<file path="src/rtl/binary_subtractor_32_bit_if.sv">
// Operand/result bundle for the digit-serial subtractor.
// The master drives the request side; the slave returns the result and the flags.
interface binary_subtractor_32_bit_if #(
    parameter int WIDTH = 32
);
    logic             start;
    logic [WIDTH-1:0] a;
    logic [WIDTH-1:0] b;
    logic             bin;
    logic             busy;
    logic             done;
    logic [WIDTH-1:0] d;
    logic             bout;
    logic             ovf;
    logic             zero;

    modport master (
        output start, a, b, bin,
        input  busy, done, d, bout, ovf, zero
    );

    modport slave (
        input  start, a, b, bin,
        output busy, done, d, bout, ovf, zero
    );
endinterface

</file>
<file path="src/rtl/binary_subtractor_32_bit.sv">
// Digit-serial subtractor: d = a - b - bin, processed DIGIT bits per clock, LSD first,
// with the borrow carried between cycles. Result and flags are held until the next completion.
module binary_subtractor_32_bit #(
    parameter int WIDTH = 32,
    parameter int DIGIT = 8
) (
    input  logic                     clk,
    input  logic                     reset,
    binary_subtractor_32_bit_if.slave bus
);
    localparam int NDIG = WIDTH / DIGIT;
    localparam int CW   = (NDIG > 1) ? $clog2(NDIG) : 1;

    typedef enum logic {IDLE, RUN} state_t;

    state_t           r_state;
    state_t           w_state_next;
    logic [WIDTH-1:0] r_a;
    logic [WIDTH-1:0] r_b;
    logic [WIDTH-1:0] r_res;
    logic             r_sign_a;
    logic             r_sign_b;
    logic             r_borrow;
    logic [CW-1:0]    r_cnt;
    logic             r_done;
    logic [WIDTH-1:0] r_d;
    logic             r_bout;
    logic             r_ovf;
    logic             r_zero;

    logic             w_accept;
    logic             w_last;
    logic [DIGIT:0]   w_diff;
    logic [WIDTH-1:0] w_res_next;

    // The extra top bit of the DIGIT+1 wide difference is the borrow out of this digit.
    assign w_diff     = {1'b0, r_a[DIGIT-1:0]} - {1'b0, r_b[DIGIT-1:0]} - {{DIGIT{1'b0}}, r_borrow};
    assign w_res_next = (r_res >> DIGIT) | (WIDTH'(w_diff[DIGIT-1:0]) << (WIDTH - DIGIT));
    assign w_last     = (r_cnt == CW'(NDIG - 1));

    always_comb begin
        // NOTE: every signal driven here gets a default first, so no path can infer a latch.
        w_state_next = r_state;
        w_accept     = 1'b0;
        case (r_state)
            IDLE: begin
                if (bus.start) begin
                    w_accept     = 1'b1;
                    w_state_next = RUN;
                end
            end
            RUN: begin
                if (w_last) begin
                    w_state_next = IDLE;
                end
            end
            default: w_state_next = IDLE;
        endcase
    end

    always_ff @(posedge clk) begin
        // NOTE: state is updated with non-blocking assignments so every register samples pre-edge values.
        if (reset) begin
            r_state  <= IDLE;
            r_a      <= '0;
            r_b      <= '0;
            r_res    <= '0;
            r_sign_a <= 1'b0;
            r_sign_b <= 1'b0;
            r_borrow <= 1'b0;
            r_cnt    <= '0;
            r_done   <= 1'b0;
            r_d      <= '0;
            r_bout   <= 1'b0;
            r_ovf    <= 1'b0;
            r_zero   <= 1'b0;
        end else begin
            r_state <= w_state_next;
            r_done  <= 1'b0;
            if (w_accept) begin
                r_a      <= bus.a;
                r_b      <= bus.b;
                r_sign_a <= bus.a[WIDTH-1];
                r_sign_b <= bus.b[WIDTH-1];
                r_borrow <= bus.bin;
                r_res    <= '0;
                r_cnt    <= '0;
            end else if (r_state == RUN) begin
                r_a      <= r_a >> DIGIT;
                r_b      <= r_b >> DIGIT;
                r_borrow <= w_diff[DIGIT];
                r_res    <= w_res_next;
                r_cnt    <= r_cnt + CW'(1);
                if (w_last) begin
                    r_d    <= w_res_next;
                    r_bout <= w_diff[DIGIT];
                    r_ovf  <= (r_sign_a ^ r_sign_b) & (w_res_next[WIDTH-1] ^ r_sign_a);
                    r_zero <= ~|w_res_next;
                    r_done <= 1'b1;
                end
            end
        end
    end

    assign bus.busy = (r_state == RUN);
    assign bus.done = r_done;
    assign bus.d    = r_d;
    assign bus.bout = r_bout;
    assign bus.ovf  = r_ovf;
    assign bus.zero = r_zero;
endmodule

</file>
<file path="src/flat_wrapper.sv">
// flat-port wrapper written by rule: the top's interface ports become plain ports
module binary_subtractor_32_bit_flat 
#(
    parameter int WIDTH = 32,
    parameter int DIGIT = 8
)
  (clk, reset, bus_start, bus_a, bus_b, bus_bin, bus_busy, bus_done, bus_d, bus_bout, bus_ovf, bus_zero);
  binary_subtractor_32_bit_if #(.WIDTH(WIDTH)) bus_i ();
  input  logic clk;
  input  logic reset;
  input wire logic [$bits(bus_i.start)-1:0] bus_start;
  input wire logic [$bits(bus_i.a)-1:0] bus_a;
  input wire logic [$bits(bus_i.b)-1:0] bus_b;
  input wire logic [$bits(bus_i.bin)-1:0] bus_bin;
  output wire logic [$bits(bus_i.busy)-1:0] bus_busy;
  output wire logic [$bits(bus_i.done)-1:0] bus_done;
  output wire logic [$bits(bus_i.d)-1:0] bus_d;
  output wire logic [$bits(bus_i.bout)-1:0] bus_bout;
  output wire logic [$bits(bus_i.ovf)-1:0] bus_ovf;
  output wire logic [$bits(bus_i.zero)-1:0] bus_zero;
  assign bus_i.start = bus_start;
  assign bus_i.a = bus_a;
  assign bus_i.b = bus_b;
  assign bus_i.bin = bus_bin;
  assign bus_busy = bus_i.busy;
  assign bus_done = bus_i.done;
  assign bus_d = bus_i.d;
  assign bus_bout = bus_i.bout;
  assign bus_ovf = bus_i.ovf;
  assign bus_zero = bus_i.zero;
  binary_subtractor_32_bit #(.WIDTH(WIDTH), .DIGIT(DIGIT)) u_core (.clk(clk), .reset(reset), .bus(bus_i));
endmodule
</file>
<file path="config.mk">
export PLATFORM = sky130hd
export DESIGN_NAME = binary_subtractor_32_bit_flat
export DESIGN_NICKNAME = d
export VERILOG_FILES = /design/src/rtl/binary_subtractor_32_bit_if.sv /design/src/rtl/binary_subtractor_32_bit.sv /design/src/flat_wrapper.sv
export SDC_FILE = /design/constraint.sdc
export NUM_CORES = 1
export LEC_CHECK = 0
export ABC_CLOCK_PERIOD_IN_PS = 4280
export CORE_AREA = 10 10 123 125
export CTS_CLUSTER_DIAMETER = 120
export DETAILED_ROUTE_END_ITERATION = 6
export DIE_AREA = 0 0 133 135
export PLACE_DENSITY = 0.71
export SLEW_MARGIN = 5
export SYNTH_ARGS = -nofsm -noshare
export SYNTH_HDL_FRONTEND = slang
export SYNTH_SLANG_ARGS = --single-unit
</file>
<file path="constraint.sdc">
create_clock -name clk -period 4.28 [get_ports clk]
set_input_delay 0.428 -clock clk [delete_from_list [all_inputs] [get_ports clk]]
set_output_delay 0.428 -clock clk [all_outputs]
set_load 0.05 [all_outputs]
</file>
==> results.ini <==
[status]
status=complete, no violations

[synthesis]
async_reset_ff_share_pct=0
synth_top_area_share_pct=46.7
syn_area_per_cell_sq_um=9.27
synth-main-ff-cell=dfxtp_1
ys_seq_area_share_pct=46.7
synth_top_area_cell=dfxtp_1
yosysWarnings=0
yosys_register_bits=130
syn_area_sq_mm=0.00557
synth_top_cells_by_area=dfxtp_1, mux2i_1, nor2_1
synth_edf_count=0
synth_cells=601
mappedNetlistNets=686
ys_types=53

[sta]
rsz0062_at_grt=false
slew_viol_final=0
fmax_mhz=377
skew_ns=0.00606
fin_ws_ns=1.63
finalSetupViolCount=0
finalCritPeriodShare_pct=61.9
tightest_slew_ns=0.832
fin_crit_ns=2.65
hold_viol_final=0
hold_ws_ns=0.422
fin_tns_setup_ns=0
maxSlewHeadroom_pct=44.5

[grt]
grt_usage_pct=15.4
grt_max_degree=75
grt.overflow.total=0
use_met3_pct=5.86
antenna_found_initial=0
grt_use_met2_pct=25.1
grt_first_pass_wirelength_mm=22.6
grt_pass1_vias=4486
busiest_layer=met2
use_met1_pct=18.3

[route]
route.detailed.drc=0
vias=4473
wl_per_cell_um=15.6
drtIter0Drc=244
wirelength_mm=13.7
vias_per_cell=5.12
firstDrtPassIters=6
detail-route-antenna-nets=0

[flow_run]
maxCapViolations=0

[finish]
layout.nets=774
final_layout_size_suffix_gt1_share_pct=7.41
final_cells=874
fin_area_sq_mm=0.00733
post-route-util_pct=58.4
antenna_cells=0
area_growth_pct=31.6

[critical_path]
slowest_stage=clkdlybuf4s50_1
end_kind=output pin
required_ns=3.85
slowest_delay_ns=0.97
arrival_ns=2.22
path_cells=clkdlybuf4s50_1
worstSetupPathType=flip-flop to output pin
crit_buf_inv=1
startpoint_type=flip-flop
cp.depth=1
rr_worst_depth=9
worstPathMaxFanout=58
critPathTopFamily=buffers and inverters

[floorplan]
die_area_sq_mm=0.0180
row_count=41
io_pins=105
core_region_area_sq_mm=0.0126
initial_core_util_pct=44.3
fp.dieH_um=135
die_w_um=133

[place]
dpl.hpwl_mm=9.99
port_buffers=104
gp_congestion=0.824
place_ws_ns=1.78
placed_area_sq_mm=0.00669
dp.cells=842

[clock_network]
cts-htree-levels=4
cts_inserted_buffers=17
cts_tree=done
path_clk_slew_ns=0.06
cts.repair.resized=0
root_buffer=clkbuf_16
cts_buffer_depth=2
cts_setup_buffers=0
cts.hold.buffers_added=0
clkSinkCount=130
clk_latency_ns=0.41

[pwr]
finalPower_mw=3.29
cellPowerDensity_mw_per_mm2=449
ir_worst_vdd_mv=0.377
p_leak_nw=3.08

[hold_path]
min_path_cells=3
min_path_type=input pin to flip-flop

synth_stat cells, types with 3 or more instances:
| library cell | count |
|---|---|
| nor4_1 | 4 |
| buf_1 | 7 |
| a22o_1 | 28 |
| mux2i_1 | 86 |
| a211oi_1 | 4 |
| nor3_1 | 3 |
| o21ai_0 | 6 |
| nand3b_1 | 3 |
| a21o_1 | 3 |
| clkbuf_1 | 19 |
| inv_1 | 26 |
| buf_2 | 12 |
| xnor2_1 | 3 |
| or2_2 | 4 |
| dfxtp_1 | 130 |
| a21oi_1 | 54 |
| nand2_1 | 10 |
| nor2_1 | 141 |
| o211ai_1 | 3 |
| ha_1 | 15 |
power by group:
| group | switching, mW | total [mW] | leakage [nW] | internal, mW |
|---|---|---|---|---|
| logic | 0.228 | 0.437 | 1.70 | 0.208 |
| registers | 0.0497 | 1.31 | 1.06 | 1.26 |
| clock network | 0.501 | 1.55 | 0.315 | 1.05 |
| total | 0.779 | 3.29 | 3.08 | 2.52 |
kinds of logic after synthesis:
group           synth area share, %
buf+inv                        4.87
flops                          46.7
xor+xnor                      0.786
compound gates                 13.9
simple gates                   14.2
fa+ha+maj                      4.09
mux                            15.4
area by class of cell:
| cell class | instances | area (sq um) |
|---|---|---|
| fillers | 1062 | 5230 |
| multi-input cells | 405 | 2700 |
| flip-flops and latches | 130 | 2610 |
| repair buffers | 108 | 1060 |
| clock buffers | 23 | 498 |
| well taps | 172 | 215 |
| clock inverters | 9 | 150 |
| inverters | 27 | 103 |
worst paths after layout:
| check | from | endpoint | slack [ns] |
|---|---|---|---|
| min | reset | u_core.bus.d[30]$_SDFFE_PP0P_ | 0.42 |
| max | u_core.bus.busy$_SDFF_PP0_ | bus_busy | 1.63 |
| max reg2reg | u_core.r_borrow$_SDFFE_PP0P_ | u_core.bus.zero$_SDFFE_PP0P_ | 1.78 |
| min reg2reg | u_core.bus.d[26]$_SDFFE_PP0P_ | u_core.bus.d[26]$_SDFFE_PP0P_ | 0.47 |
layout by cell type, fill, tap and decap left out, types with 6 or more instances in the layout:
master           instances
mux2i_1                 86
nor2_1                 141
a21oi_1                 54
ha_1                    15
o21ai_0                  6
clkdlybuf4s50_1        102
clkbuf_16               17
dfxtp_1                129
a22o_1                  28
nand2_1                 10
inv_1                   26
flip-flops by register name, summed over array words and instances (netlist names):
name,flops
u_core.bus.bout,1
u_core.bus.busy,1
u_core.bus.d,32
u_core.bus.done,1
u_core.bus.ovf,1
u_core.bus.zero,1
u_core.r_a,32
u_core.r_b,32
u_core.r_borrow,1
u_core.r_cnt,2
u_core.r_res,24
u_core.r_sign_a,1
u_core.r_sign_b,1
metal layers:
layer | up-vias | wire, um
met2 | 128 | 6360
met3 | 15 | 968
met1 | 2070 | 6190
met4 | 0 | 143
li1 | 2260 | -
met5 | - | 0
No activity file was read; power rests on OpenSTA's default activity.
